===== src/rtl/coin_credit_acc.sv =====
// coin_credit_acc: coin acceptor and credit accumulator for the vending datapath.
// Validates coins against three denominations and keeps a saturation-guarded
// credit register. Purchases deduct the price. On cancel the credit is returned
// as a greedy sequence of coins over a valid/ready handshake.
module coin_credit_acc #(
    parameter int COIN_W     = 4,
    parameter int CREDIT_W   = 8,
    parameter int MAX_CREDIT = 99,
    parameter int DENOM_LO   = 1,
    parameter int DENOM_MID  = 5,
    parameter int DENOM_HI   = 10,
    parameter int CNT_W      = 8
) (
    input  logic                clk,
    input  logic                rst_n,
    input  logic                coin_strobe,
    input  logic [COIN_W-1:0]   coin_value,
    input  logic                buy_req,
    input  logic [CREDIT_W-1:0] price,
    input  logic                cancel,
    input  logic                refund_ready,
    output logic [CREDIT_W-1:0] credit,
    output logic                coin_accept,
    output logic                coin_reject,
    output logic                vend,
    output logic                buy_fail,
    output logic                refund_valid,
    output logic [COIN_W-1:0]   refund_coin,
    output logic                refund_done,
    output logic [CNT_W-1:0]    cnt_lo,
    output logic [CNT_W-1:0]    cnt_mid,
    output logic [CNT_W-1:0]    cnt_hi
);

    typedef enum logic {
        ST_IDLE   = 1'b0,
        ST_REFUND = 1'b1
    } state_t;

    // Wide enough that credit + coin never wraps, whichever bus is wider.
    localparam int SUM_W = ((CREDIT_W > COIN_W) ? CREDIT_W : COIN_W) + 1;

    localparam logic [COIN_W-1:0] LO_C  = COIN_W'(DENOM_LO);
    localparam logic [COIN_W-1:0] MID_C = COIN_W'(DENOM_MID);
    localparam logic [COIN_W-1:0] HI_C  = COIN_W'(DENOM_HI);
    localparam logic [SUM_W-1:0]  MAX_S = SUM_W'(MAX_CREDIT);

    // Counter increment that sticks at all-ones instead of wrapping.
    function automatic logic [CNT_W-1:0] sat_inc(input logic [CNT_W-1:0] c);
        return (&c) ? c : c + 1'b1;
    endfunction

    // Largest denomination not exceeding the remaining credit (greedy refund).
    function automatic logic [COIN_W-1:0] pick_coin(input logic [CREDIT_W-1:0] cr);
        logic [SUM_W-1:0] cr_w;
        cr_w = SUM_W'(cr);
        if (cr_w >= SUM_W'(HI_C)) begin
            return HI_C;
        end else if (cr_w >= SUM_W'(MID_C)) begin
            return MID_C;
        end
        return LO_C;
    endfunction

    function automatic logic is_legal(input logic [COIN_W-1:0] v);
        return (v == LO_C) || (v == MID_C) || (v == HI_C);
    endfunction

    state_t                state_q,        state_d;
    logic [CREDIT_W-1:0]   credit_q,       credit_d;
    logic                  coin_accept_q,  coin_accept_d;
    logic                  coin_reject_q,  coin_reject_d;
    logic                  vend_q,         vend_d;
    logic                  buy_fail_q,     buy_fail_d;
    logic                  refund_valid_q, refund_valid_d;
    logic [COIN_W-1:0]     refund_coin_q,  refund_coin_d;
    logic                  refund_done_q,  refund_done_d;
    logic [CNT_W-1:0]      cnt_lo_q,       cnt_lo_d;
    logic [CNT_W-1:0]      cnt_mid_q,      cnt_mid_d;
    logic [CNT_W-1:0]      cnt_hi_q,       cnt_hi_d;

    logic [SUM_W-1:0]      coin_sum;
    logic [CREDIT_W-1:0]   refund_rem;

    assign coin_sum   = SUM_W'(credit_q) + SUM_W'(coin_value);
    assign refund_rem = credit_q - CREDIT_W'(refund_coin_q);

    // Next-state and next-output logic for both FSM states.
    always_comb begin
        state_d        = state_q;
        credit_d       = credit_q;
        coin_accept_d  = 1'b0;
        coin_reject_d  = 1'b0;
        vend_d         = 1'b0;
        buy_fail_d     = 1'b0;
        refund_valid_d = refund_valid_q;
        refund_coin_d  = refund_coin_q;
        refund_done_d  = 1'b0;
        cnt_lo_d       = cnt_lo_q;
        cnt_mid_d      = cnt_mid_q;
        cnt_hi_d       = cnt_hi_q;

        case (state_q)
            ST_IDLE: begin
                if (cancel) begin
                    // Lower-priority requests in the same cycle are refused.
                    coin_reject_d = coin_strobe;
                    buy_fail_d    = buy_req;
                    if (credit_q == '0) begin
                        refund_done_d = 1'b1;
                    end else begin
                        state_d        = ST_REFUND;
                        refund_valid_d = 1'b1;
                        refund_coin_d  = pick_coin(credit_q);
                    end
                end else if (buy_req) begin
                    coin_reject_d = coin_strobe;
                    if (credit_q >= price) begin
                        credit_d = credit_q - price;
                        vend_d   = 1'b1;
                    end else begin
                        buy_fail_d = 1'b1;
                    end
                end else if (coin_strobe) begin
                    if (is_legal(coin_value) && (coin_sum <= MAX_S)) begin
                        credit_d      = coin_sum[CREDIT_W-1:0];
                        coin_accept_d = 1'b1;
                        if (coin_value == LO_C) begin
                            cnt_lo_d = sat_inc(cnt_lo_q);
                        end else if (coin_value == MID_C) begin
                            cnt_mid_d = sat_inc(cnt_mid_q);
                        end else begin
                            cnt_hi_d = sat_inc(cnt_hi_q);
                        end
                    end else begin
                        coin_reject_d = 1'b1;
                    end
                end
            end

            ST_REFUND: begin
                // While returning coins every new request is refused; cancel is moot.
                coin_reject_d = coin_strobe;
                buy_fail_d    = buy_req;
                if (refund_valid_q && refund_ready) begin
                    credit_d = refund_rem;
                    if (refund_rem == '0) begin
                        state_d        = ST_IDLE;
                        refund_valid_d = 1'b0;
                        refund_coin_d  = '0;
                        refund_done_d  = 1'b1;
                    end else begin
                        refund_coin_d = pick_coin(refund_rem);
                    end
                end
            end

            default: begin
                state_d        = ST_IDLE;
                refund_valid_d = 1'b0;
                refund_coin_d  = '0;
            end
        endcase
    end

    // State and registered outputs; reset clears everything asynchronously.
    always_ff @(posedge clk or negedge rst_n) begin
        if (!rst_n) begin
            state_q        <= ST_IDLE;
            credit_q       <= '0;
            coin_accept_q  <= 1'b0;
            coin_reject_q  <= 1'b0;
            vend_q         <= 1'b0;
            buy_fail_q     <= 1'b0;
            refund_valid_q <= 1'b0;
            refund_coin_q  <= '0;
            refund_done_q  <= 1'b0;
            cnt_lo_q       <= '0;
            cnt_mid_q      <= '0;
            cnt_hi_q       <= '0;
        end else begin
            state_q        <= state_d;
            credit_q       <= credit_d;
            coin_accept_q  <= coin_accept_d;
            coin_reject_q  <= coin_reject_d;
            vend_q         <= vend_d;
            buy_fail_q     <= buy_fail_d;
            refund_valid_q <= refund_valid_d;
            refund_coin_q  <= refund_coin_d;
            refund_done_q  <= refund_done_d;
            cnt_lo_q       <= cnt_lo_d;
            cnt_mid_q      <= cnt_mid_d;
            cnt_hi_q       <= cnt_hi_d;
        end
    end

    assign credit       = credit_q;
    assign coin_accept  = coin_accept_q;
    assign coin_reject  = coin_reject_q;
    assign vend         = vend_q;
    assign buy_fail     = buy_fail_q;
    assign refund_valid = refund_valid_q;
    assign refund_coin  = refund_coin_q;
    assign refund_done  = refund_done_q;
    assign cnt_lo       = cnt_lo_q;
    assign cnt_mid      = cnt_mid_q;
    assign cnt_hi       = cnt_hi_q;

endmodule


===== config.mk =====
export PLATFORM = sky130hd
export DESIGN_NAME = coin_credit_acc
export DESIGN_NICKNAME = d
export VERILOG_FILES = /design/src/rtl/coin_credit_acc.sv
export SDC_FILE = /design/constraint.sdc
export NUM_CORES = 1
export LEC_CHECK = 0
export BUFFER_PORTS_ARGS = -buffer_cell sky130_fd_sc_hd__buf_4
export CAP_MARGIN = 20
export CORE_UTILIZATION = 45
export DETAILED_ROUTE_END_ITERATION = 6
export PLACE_DENSITY = 0.73
export SYNTH_ARGS = -nofsm -noshare
export SYNTH_HDL_FRONTEND = slang
export SYNTH_SLANG_ARGS = --single-unit

===== constraint.sdc =====
create_clock -name clk -period 2.9 [get_ports clk]
set_input_delay 0.145 -clock clk [delete_from_list [all_inputs] [get_ports clk]]
set_output_delay 0.145 -clock clk [all_outputs]
set_load 0.05 [all_outputs]

### Yosys cells after proc, flatten, opt, wreduce, memory -nomap -nowiden

Cells that the tools add are included.

* register bits after elaboration: 43

* mux-type cells: 61
* order comparisons: 6
* bitwise logic cells: 8
* $add $sub $neg: 6
* reductions and logical operators: 15
* equality and inequality tests: 11

Operator list (number)
* 8-bit 2-to-1 mux: 6
* 4-bit 2-to-1 mux: 10
* 8-bit AND reduction: 5
* 1-bit 2-to-1 mux: 38
* 8-bit by 1-bit adder with 8-bit output (second input constant): 3
* 8-bit by 3-bit greater-or-equal comparator with 1-bit output (second input constant): 2
* 8-bit by 4-bit greater-or-equal comparator with 1-bit output (second input constant): 2
* 8-bit logical NOT: 2
* 8-bit one-hot mux with 2 select lines: 1
* 1-bit one-hot mux with 2 select lines: 5
* 8-bit by 4-bit adder with 9-bit output: 1
* 9-bit by 7-bit <= comparator with 1-bit output (second input constant): 1
* 3-bit != test (second input constant): 3
* 8-bit greater-or-equal comparator: 1
* 1-bit inverter: 8
* 4-bit one-hot mux with 2 select lines: 1
* 8-bit by 4-bit subtractor with 8-bit output: 1
* 8-bit subtractor: 1
* 7-bit AND reduction: 1
* 2-bit != test (second input constant): 3
* 5-bit AND reduction: 1
* 4-bit by 1-bit equality test with 1-bit output (second input constant): 1
* 4-bit by 3-bit equality test with 1-bit output (second input constant): 1
* 4-bit equality test (second input constant): 1
* other kinds (5): 8

### Longest topological paths before layout

Gate-level depths: netlist (run 1).

* depth after elaboration: 11
* depth in mapped cells: 11

### Least setup slack after synthesis (run 1)

OpenSTA, ideal clock, no wires.

* kind: reg-to-reg
* from: register credit_q[0], in the netlist credit[0]
* to: register credit_q[2], in the netlist credit[2]
* buffers on the path: 0
* period minus slack after synthesis: 2.898 ns
* arrival: 2.773 ns
* stages on the path, launching flop included: 10
* slack: 0.002 ns
* path through: dfrtp_1 -> ha_1 -> fa_1 -> nand3_1 -> and2_4 -> xnor2_1 -> a211o_4 -> a211oi_4 -> nor2_4 -> mux2_4

* longest elaborated chain between the ends: 6
* elaborated cells on any way between the ends: 16

RTL lines
* start: declaration: line 70 `logic [CREDIT_W-1:0] credit_q, credit_d;`
* start signal: assignment: line 183 `credit_q <= credit_d;`
* parallel branches: the longest is 6 deep, another holds 8-bit by 4-bit adder with 9-bit output

Several ways; the timed one is not identified. The select of a mux whose other input is x is not followed.
A chain may end at the register's enable or synchronous reset.

### Worst setup path in the final report (run 1)

Same ends and word-level chain as after synthesis.

==> impl_metrics.toml, run 1 <==
[status]
run_status = "finished, final reports clean"

[setup_path]
crit_buf_inv = 0
critPathArrivalTime_ns = 2.99
timing.setup.critical_path_class = "register to register"
timing.critical_path.slowest_stage_cell = "sky130_fd_sc_hd__dfrtp_1"
startpoint_type = "register"
critical_path.endpoint_type = "register"
slowest_delay_ns = 0.44
crit_path_max_fanout = 7
cp_top_family = "compound AO/OA/AOI/OAI gates"
crit_chain = "ha_1 > fa_1 > nand3_1 > and2_4 > xnor2_1 > a211o_4 > a211oi_4 > nor2_4 > mux2_4"
required_ns = 3.08

[final_layout]
post_layout_nonfiller_instances = 517
layout-area-overhead-vs-synth_pct = 21.1
post_route_cells_drive_above_1_share = 0.252
n_antenna_cell = 0
finish.utilization = 0.571
count_of_nets_after_finishing = 460

[timing]
slew_headroom = 0.585
finalHoldViolCount = 0
timing.final.setup_violations = 0
post-route-worst-setup-slack_ns = 0.0881
finalClockSkew_ns = 0.00663
max_slew.worst_pin.slew_ns = 0.616
achievable-frequency_ghz = 0.356
timing_max_transition_violations_final = 0
final_worst_path_period_share = 0.970
setup-tns-final_ns = 0
rsz0062_at_grt = "false"
finalWorstPathRequiredPeriod_ns = 2.81

[yosys]
synth_top_flop_cell = "sky130_fd_sc_hd__dfrtp_1"
post_synth_inst_count = 354
post_synthesis_cell_type_with_the_largest_combined_area = "sky130_fd_sc_hd__dfrtp_1"
synth.cell_area_mm2 = 0.00324
post_synth_main_area_contributors = "sky130_fd_sc_hd__dfrtp_1 32%, sky130_fd_sc_hd__ha_1 7.3%, sky130_fd_sc_hd__xnor2_1 5.4%"
avgSynthCellArea_um2 = 9.15
synth_edf_count = 0
most_repeated_cell_in_the_gate_level_netlist_after_synthesis = "sky130_fd_sc_hd__dfrtp_1"
synth_warnings = 0
sequential_to_total_area_share_from_yosys_stat = 0.325
synth.distinct_cells = 68
netlist.area_leader.share = 0.325
synth.cells.most_frequent = "42 x sky130_fd_sc_hd__dfrtp_1, 25 x sky130_fd_sc_hd__nor2_1, 22 x sky130_fd_sc_hd__inv_1"
yosys_register_bits = 42
postSynthNetCount = 394
postSynth.asyncResetShare = 1.00

[clock_tree]
post-cts-setup-buffer-count = 0
post_cts_hold_buffer_count = 1
cts.root.buffer_cell = "sky130_fd_sc_hd__clkbuf_8"
cts_repair_resize_count = 0
clock_tree.htree_level_count = 2
clkSlewWorstSetupHoldPaths_ns = 0.08
cts.sink_count = 42
clk_latency_ns = 0.29
cts_made_buffers = 5
max-clock-path-buffers = 2
cts_tree = "yes"

[place]
port_buffers = 59
post-place-cells = 508
gpl.final_weighted_congestion = 0.875
detailedPlace.worstSlack_ns = 0.130
hpwl_mm = 5.98

[drt]
vias = 2931
wl_met1_mm = 3.63
met3WireLength_um = 398
wl_per_cell_um = 15.1
detail_route.wirelength_mm = 7.81
met2WireLength_mm = 3.69
drt_first_iter_violations = 177
top_signal_layer_used = "met4"
postRouteAntennaNets = 0
via_density_per_instance = 5.67
remaining_drc_errors = 0
drtPass1Iterations = 4

[pwr]
vdd_ir_drop_max_uv = 227
power_density_mw_per_mm2 = 683
cellLeakagePower_nw = 1.88

[hold_path]
holdCritPathClass = "primary input to register"

[flow_run]
maxCapViolations = 0

[floorplanning]
fp.dieArea_mm2 = 0.00754
dieWidth_um = 86.8
design.core.area_mm2 = 0.00687
io_pins = 60
placementRows = 30
floorplan.die.height_um = 86.8
initial_utilization = 0.471

[global_routing]
globalRouteOverflowTotal = 0
maximum_number_of_pins_on_one_net_before_global_route_repair = 43
globalRouteTotalUtil = 0.217
first_pass_grt_wire_length_mm = 12.9
first_global_vias = 2742
grt_antenna_before_repair = 0
==> area by class of cell <==
| cell class | count | area [um^2] |
|---|---|---|
| clock buffers | 6 | 82.6 |
| clock inverters | 2 | 12.5 |
| fillers | 640 | 2950 |
| inverters | 22 | 82.6 |
| multi-input cells | 277 | 2030 |
| flip-flops and latches | 42 | 1050 |
| well taps | 96 | 120 |
| repair buffers | 72 | 543 |
==> path summary, 6_finish.rpt <==
path | startpoint | cells after the start | endpoint | slack [ns]
max | credit[0] | 9 | credit[2] | 0.09
min | coin_strobe | 3 | coin_reject | 0.13
max reg2reg | credit[0] | 9 | credit[2] | 0.09
min reg2reg | cnt_lo[6] | 1 | cnt_lo[6] | 0.50
max in group asynchronous | rst_n | 2 | cnt_mid[2] | 2.16
min in group asynchronous | rst_n | 2 | buy_fail | 0.37
==> placed cells by master (no fill, tap or decap), types with 2 or more instances in the layout <==
cell type and count:
sky130_fd_sc_hd__a211oi_1 3, sky130_fd_sc_hd__ha_1 19, sky130_fd_sc_hd__nand4b_1 2, sky130_fd_sc_hd__o211ai_1 3, sky130_fd_sc_hd__nor3_2 3, sky130_fd_sc_hd__o31a_1 2, sky130_fd_sc_hd__and3_1 17, sky130_fd_sc_hd__inv_1 22
sky130_fd_sc_hd__nor2b_1 7, sky130_fd_sc_hd__a31oi_1 3, sky130_fd_sc_hd__o21bai_1 3, sky130_fd_sc_hd__fa_1 3, sky130_fd_sc_hd__xnor2_1 20, sky130_fd_sc_hd__a211o_1 2, sky130_fd_sc_hd__nand3_1 13, sky130_fd_sc_hd__xor2_1 7
sky130_fd_sc_hd__mux2_4 2, sky130_fd_sc_hd__buf_4 71, sky130_fd_sc_hd__or3_1 2, sky130_fd_sc_hd__and2_1 3, sky130_fd_sc_hd__a21oi_4 2, sky130_fd_sc_hd__a21oi_1 16, sky130_fd_sc_hd__nand2_1 17, sky130_fd_sc_hd__nor2_1 25
sky130_fd_sc_hd__a21o_1 2, sky130_fd_sc_hd__o31ai_1 5, sky130_fd_sc_hd__nor4_1 2, sky130_fd_sc_hd__or2_2 3, sky130_fd_sc_hd__mux2_2 4, sky130_fd_sc_hd__mux2i_1 7, sky130_fd_sc_hd__nor3_1 11, sky130_fd_sc_hd__clkbuf_8 6
sky130_fd_sc_hd__nand4_1 18, sky130_fd_sc_hd__o21a_1 4, sky130_fd_sc_hd__dfrtp_1 42, sky130_fd_sc_hd__nand2b_1 3, sky130_fd_sc_hd__o21ai_0 16
==> routing by layer <==
metal  vias to the layer above  track usage
met3                        13       0.0390
met5                         -            0
met4                         0       0.0455
met1                      1416        0.292
met2                        80        0.364
li1                       1422            -
==> metrics by stage <==
stage               power [W]  hold WS (ns)  area, um^2
finish                0.00268         0.128        3920
global placement      0.00224         0.162        3820
CTS                   0.00267         0.128        3920
floorplan             0.00185        -0.151        3240
detailed placement    0.00227         0.165        3820
global route          0.00287         0.133        3920
==> power breakdown <==
part / total, W / switching [W] / internal [W]
clock: 0.000401 / 0.000210 / 0.000192
sequential: 0.000708 / 0.0000791 / 0.000629
combinational: 0.00157 / 0.000953 / 0.000617
total: 0.00268 / 0.00124 / 0.00144
==> worst reg2reg max path, delay by kind of cell (launching register included) <==
kind	cells	cell delay, ns
adders and majority gates	2	0.68
muxes	1	0.31
AOI/OAI and AO/OA	2	0.79
and+or+nand+nor	3	0.40
DFF	1	0.44
xor gates and xnor gates	1	0.08
==> logic make-up (layout without fill, tap and decap cells) <==
kind of cell	Yosys count	after routing	share of synthesized area
AO/OA/AOI/OAI	74	74	0.167
XOR/XNOR	27	27	0.0730
adder cells (fa/ha/maj)	22	22	0.0920
buffers and inverters	35	102	0.0487
flip-flops	42	42	0.325
multiplexers	13	13	0.0448
AND/OR/NAND/NOR	141	141	0.250
==> sequential cells by signal, indices dropped and copies added, names as in the netlist <==
register and count:
refund_done 1, buy_fail 1, refund_coin 3, refund_valid 1, credit 8, cnt_hi 8, coin_accept 1, state_q 1
cnt_lo 8, vend 1, cnt_mid 8, coin_reject 1
Note: power is estimated with default switching activity, not from simulation.
==> inputs of run 2 (changes only) <==
--- a/config.mk
+++ b/config.mk
@@ -9,7 +9,7 @@
 export CAP_MARGIN = 20
 export CORE_UTILIZATION = 45
 export DETAILED_ROUTE_END_ITERATION = 6
-export PLACE_DENSITY = 0.73
+export PLACE_DENSITY = 0.65
 export SYNTH_ARGS = -nofsm -noshare
 export SYNTH_HDL_FRONTEND = slang
 export SYNTH_SLANG_ARGS = --single-unit
==> run 2 against run 1 <==
Core utilization is 0.29 points higher. Register-to-register slack gained 0.06 ns. Sequential share of layout area fell by 0.10 points. Wire length is 2.5% higher. First-iteration DRC count is 10% higher. Critical endpoint is now credit[3]. Clock power is essentially flat. Sequential cell count unchanged.
==> impl_metrics.toml, run 2 (same netlist as run 1, synthesis figures left out) <==
[pwr]
cellLeakagePower_nw = 1.89
power_density_mw_per_mm2 = 683
power.total_w = 0.00269
vdd_ir_drop_max_uv = 242

[setup_path]
crit_path_max_fanout = 7
crit_chain = "ha_1 > fa_1 > nand3_1 > and2_4 > xnor2_1 > a211o_4 > a211oi_4 > buf_4 > nor2_4 > mux2_4"
slowest_delay_ns = 0.43
r2r_start = "credit[0]"
startpoint_type = "register"
r2r_end = "credit[3]"
critical_path.endpoint_type = "register"
timing.setup.critical_path_class = "register to register"
reg2reg_slack_ns = 0.15
required_ns = 3.08
ff2ff_path_depth = 10
timing.critical_path.slowest_stage_cell = "sky130_fd_sc_hd__dfrtp_1"
setup.worst_path.start = "credit[0]"
critPathArrivalTime_ns = 2.93

[place]
hpwl_mm = 6.15
gpl.final_weighted_congestion = 0.937
port_buffers = 59
post-place-cells = 509

[hold_path]
holdCritPathClass = "primary input to register"
startpoint_of_the_most_critical_hold_path = "coin_strobe"
timing.hold.worst_endpoint = "coin_reject"
hold_depth = 3

[timing]
achievable-frequency_ghz = 0.364
setup-tns-final_ns = 0
timing.final.setup_violations = 0
finalClockSkew_ns = 0.00691
finalWorstPathRequiredPeriod_ns = 2.75
max_slew.worst_pin.slew_ns = 0.554
timing.hold.ws_ns = 0.126
finalHoldViolCount = 0
rsz0062_at_grt = "false"
slew_headroom = 0.631
timing_max_transition_violations_final = 0
final_worst_path_period_share = 0.947

[clock_tree]
cts_made_buffers = 5
clock_tree.htree_level_count = 2
cts_tree = "yes"
max-clock-path-buffers = 2
clkSlewWorstSetupHoldPaths_ns = 0.08
cts.sink_count = 42
clk_latency_ns = 0.30
cts.root.buffer_cell = "sky130_fd_sc_hd__clkbuf_8"

[global_routing]
grt_antenna_before_repair = 0
globalRouteTotalUtil = 0.230
maximum_number_of_pins_on_one_net_before_global_route_repair = 43
first_global_vias = 2762
globalRouteOverflowTotal = 0
first_pass_grt_wire_length_mm = 13.4

[floorplanning]
dieWidth_um = 86.8
floorplan.die.height_um = 86.8
io_pins = 60
design.core.area_mm2 = 0.00687
initial_utilization = 0.471
placementRows = 30
fp.dieArea_mm2 = 0.00754

[drt]
via_density_per_instance = 5.60
remaining_drc_errors = 0
wl_met1_mm = 3.71
met3WireLength_um = 326
vias = 2907
top_signal_layer_used = "met4"
wl_per_cell_um = 15.4
drt_first_iter_violations = 195
drtPass1Iterations = 4
met2WireLength_mm = 3.83
postRouteAntennaNets = 0
detail_route.wirelength_mm = 8.01

[final_layout]
finish.utilization = 0.574
final_common_cell = "sky130_fd_sc_hd__buf_4"
post_layout_nonfiller_instances = 519
layout-area-overhead-vs-synth_pct = 21.7
count_of_nets_after_finishing = 462
post_route_cells_drive_above_1_share = 0.260
n_antenna_cell = 0
mostFrequentLayoutCells = "73 x sky130_fd_sc_hd__buf_4, 41 x sky130_fd_sc_hd__dfrtp_1, 25 x sky130_fd_sc_hd__nor2_1, 22 x sky130_fd_sc_hd__inv_1, 20 x sky130_fd_sc_hd__xnor2_1"

[flow_run]
maxCapViolations = 0

[status]
run_status = "finished, final reports clean"
[run 2: metal layers]
layer | global-route usage | up-vias
met5 | 0 | -
li1 | - | 1426
met2 | 0.382 | 72
met4 | 0.0727 | 0
met3 | 0.0410 | 13
met1 | 0.303 | 1396
[run 2: worst max-delay path by stage]
stage / to / slack (ns) / depth (start not counted)
after global placement: credit[3] / 0.19 / 9
after floorplan: credit[2] / 0.002 / 9
final: credit[3] / 0.15 / 10
after detailed placement: credit[3] / 0.09 / 9
after CTS: credit[3] / 0.08 / 9
after global routing: cnt_mid[7] / 0.003 / 9
[run 2: timing repair]
action	4_1_cts	5_1_grt
buffers inserted	0	1
setup endpoints to repair	0	22
hold endpoints to repair	42	0
gates resized for setup	0	2
hold buffers	1	0
[run 2: worst max-delay path: cells and delay by family, from the launching register on]
| family | cells | cell delay (ns) |
|---|---|---|
| simple gates | 3 | 0.35 |
| flops | 1 | 0.43 |
| xor+xnor | 1 | 0.08 |
| fa+ha+maj | 2 | 0.68 |
| buf+inv | 1 | 0.19 |
| compound gates | 2 | 0.60 |
| mux | 1 | 0.31 |
[run 2: stage by stage]
stage                     worst slack, ns  cell area [um^2]
after floorplan                   0.00237              3240
after global placement              0.194              3820
after detailed placement           0.0907              3820
after CTS                          0.0759              3930
after global routing              0.00301              3940
final                               0.153              3940
[run 2: cell type report]
class	instances	area, um^2
fill	650	2930
multi-input combinational	277	2030
sequential	42	1050
timing repair buffer	74	558
tap	96	120
clock buffer	6	82.6
inverter	22	82.6
clock inverter	2	12.5
[run 2: where the power goes]
part | total [W] | switching [W] | internal, W
Sequential | 0.000722 | 0.0000910 | 0.000631
Combinational | 0.00157 | 0.000950 | 0.000620
Clock | 0.000399 | 0.000208 | 0.000191
Total | 0.00269 | 0.00125 | 0.00144
==> inputs of run 3 (changes only) <==
--- a/config.mk
+++ b/config.mk
@@ -5,11 +5,12 @@
 export SDC_FILE = /design/constraint.sdc
 export NUM_CORES = 1
 export LEC_CHECK = 0
+export ABC_AREA = 1
 export BUFFER_PORTS_ARGS = -buffer_cell sky130_fd_sc_hd__buf_4
 export CAP_MARGIN = 20
 export CORE_UTILIZATION = 45
 export DETAILED_ROUTE_END_ITERATION = 6
-export PLACE_DENSITY = 0.65
+export PLACE_DENSITY = 0.64
 export SYNTH_ARGS = -nofsm -noshare
 export SYNTH_HDL_FRONTEND = slang
 export SYNTH_SLANG_ARGS = --single-unit
==> run 3 against run 2 <==
Critical path depth stayed put. Sequential share of layout area shrank 1.4 points. Combinational power is 47% higher.
==> impl_metrics.toml, run 3 <==
[status]
run_status = "finished, final reports clean"

[yosys]
yosys_register_bits = 42
synthAdderAreaFrac = 0.0858
post_synthesis_cell_type_with_the_largest_combined_area = "sky130_fd_sc_hd__dfrtp_1"
synth_edf_count = 0
synth-simple-area-share = 0.419
synth_top_flop_cell = "sky130_fd_sc_hd__dfrtp_1"
netlist.area_leader.share = 0.303
synth.cell_area_mm2 = 0.00347
yosys.area_share.xor_xnor = 0.0479
muxShareOfSynthArea = 0
synthesized_area_fraction_occupied_by_ao_oa_aoi_and_oai_cells = 0.0598
synth.distinct_cells = 40
most_repeated_cell_in_the_gate_level_netlist_after_synthesis = "sky130_fd_sc_hd__nand2_1"
postSynthNetCount = 541
sequential_to_total_area_share_from_yosys_stat = 0.303
synth_warnings = 0
post_synth_main_area_contributors = "sky130_fd_sc_hd__dfrtp_1 30%, sky130_fd_sc_hd__nand2_1 18%, sky130_fd_sc_hd__nand3_1 7.4%"
synth_top_family_by_area = "simple AND/OR/NAND/NOR gates"
synth.cells.most_frequent = "164 x sky130_fd_sc_hd__nand2_1, 67 x sky130_fd_sc_hd__inv_1, 51 x sky130_fd_sc_hd__nand3_1"
post_synth_inst_count = 501
avgSynthCellArea_um2 = 6.93
postSynth.asyncResetShare = 1.00

[setup_path]
required_ns = 3.09
critPathArrivalTime_ns = 2.84
startpoint_type = "register"
timing.critical_path.slowest_stage_cell = "sky130_fd_sc_hd__dfrtp_1"
crit_chain = "inv_1 > fa_1 > o21ai_0 > nand2_1 > nand4_1 > a21oi_1 > nand2_2 > nand2_2 > nand2_1 > nand2_1"
path_common_cell = "sky130_fd_sc_hd__nand2_1"
crit_path_max_fanout = 9
slowest_delay_ns = 0.60
critical_path.endpoint_type = "register"
timing.setup.critical_path_class = "register to register"

[global_routing]
grt_antenna_before_repair = 0
first_global_vias = 3239
first_pass_grt_wire_length_mm = 16.1
globalRouteTotalUtil = 0.247
globalRouteOverflowTotal = 0
maximum_number_of_pins_on_one_net_before_global_route_repair = 43

[clock_tree]
clk_latency_ns = 0.31
cts.sink_count = 42
cts_tree = "yes"
clkSlewWorstSetupHoldPaths_ns = 0.09
max-clock-path-buffers = 2
post-cts-setup-buffer-count = 0
cts.root.buffer_cell = "sky130_fd_sc_hd__clkbuf_8"
clock_tree.htree_level_count = 2
cts_made_buffers = 5

[timing]
slew_headroom = 0.540
finalHoldViolCount = 0
achievable-frequency_ghz = 0.377
timing.final.setup_violations = 0
max_slew.worst_pin.slew_ns = 0.687
finalClockSkew_ns = 0.00696
finalWorstPathRequiredPeriod_ns = 2.65
timing_max_transition_violations_final = 0
rsz0062_at_grt = "false"
setup-tns-final_ns = 0
final_worst_path_period_share = 0.915

[floorplanning]
fp.dieArea_mm2 = 0.00807
io_pins = 60
dieWidth_um = 89.8
placementRows = 31
floorplan.die.height_um = 89.8
initial_utilization = 0.471
design.core.area_mm2 = 0.00737

[place]
placed_area_mm2 = 0.00402
gpl.final_weighted_congestion = 0.892
hpwl_mm = 7.41
port_buffers = 59

[hold_path]
holdCritPathClass = "primary input to register"

[pwr]
power_density_mw_per_mm2 = 876
vdd_ir_drop_max_uv = 832
cellLeakagePower_nw = 2.28

[final_layout]
count_of_nets_after_finishing = 605
mostFrequentLayoutCells = "164 x sky130_fd_sc_hd__nand2_1, 67 x sky130_fd_sc_hd__inv_1, 62 x sky130_fd_sc_hd__buf_4, 51 x sky130_fd_sc_hd__nand3_1, 42 x sky130_fd_sc_hd__dfrtp_1"
num-fill-cells = 725
final_common_cell = "sky130_fd_sc_hd__nand2_1"
layout-area-overhead-vs-synth_pct = 19.5
post_route_cells_drive_above_1_share = 0.175
n_antenna_cell = 0
design_area_mm2 = 0.00415

[flow_run]
maxCapViolations = 0

[drt]
via_density_per_instance = 5.25
vias = 3494
wl_per_cell_um = 14.2
detail_route.wirelength_mm = 9.42
remaining_drc_errors = 0
drt_first_iter_violations = 243
postRouteAntennaNets = 0
drtPass1Iterations = 4
==> run 3: worst paths after layout <==
path	from	to	slack [ns]	cells past startpoint
max	credit[1]	credit[3]	0.25	10
min	cancel	coin_accept	0.12	2
max reg2reg	credit[1]	credit[3]	0.25	10
min reg2reg	refund_valid	refund_valid	0.52	2
max in group asynchronous	rst_n	cnt_hi[4]	2.15	2
min in group asynchronous	rst_n	cnt_mid[4]	0.37	2
==> run 3: power by group <==
group          internal (W)  total [W]  switching [W]
sequential         0.000674   0.000829       0.000155
clock              0.000259   0.000491       0.000233
combinational      0.000778    0.00231        0.00154
total               0.00171    0.00363        0.00192
==> run 3: cells by family after synthesis <==
logic type                 Yosys count
and+or+nand+nor                    309
xor gates and xnor gates            19
buffers and inverters               75
DFF                                 42
AOI/OAI and AO/OA                   34
adders and majority gates           22
==> run 3: through the flow <==
stage | util | total power, W | hold WS (ns) | instances | setup WS (ns)
final | 0.563 | 0.00363 | 0.117 | 665 | 0.247
after global routing | 0.563 | 0.00395 | 0.120 | 665 | 0.0292
after CTS | 0.563 | 0.00363 | 0.103 | 665 | 0.268
after detailed placement | 0.546 | 0.00313 | 0.179 | 656 | 0.299
after global placement | 0.546 | 0.00311 | 0.175 | 656 | 0.257
after floorplan | - | 0.00251 | -0.151 | 501 | 0.448
==> run 3: final cells by class <==
cell class | instances | area, um^2 | area share
inverter | 69 | 259 | 0.0625
clock inverter | 3 | 43.8 | 0.0106
timing repair buffer | 63 | 475 | 0.115
multi-input combinational | 384 | 2120 | 0.512
clock buffer | 5 | 68.8 | 0.0166
tap | 99 | 124 | 0.0299
sequential | 42 | 1050 | 0.253
==> run 3: layer usage <==
layer  vias to the layer above  routed length (um)  GRT usage
li1                       1754                   -          -
met1                      1630                4390      0.333
met2                        97                4430      0.411
met3                        13                 404     0.0321
met4                         0                 194     0.0751
met5                         -                   0          0
==> run 3: worst max-delay path, delay by kind of cell (launching register included) <==
| family | cells | cell delay [ns] |
|---|---|---|
| simple gates | 6 | 0.83 |
| flops | 1 | 0.60 |
| compound gates | 2 | 0.51 |
| fa+ha+maj | 1 | 0.45 |
| buf+inv | 1 | 0.15 |
==> run 3: timing repair <==
action | in CTS | in global routing
endpoints found under the hold margin | 42 | 0
hold buffers | 1 | 0
gates resized for setup | 0 | 0
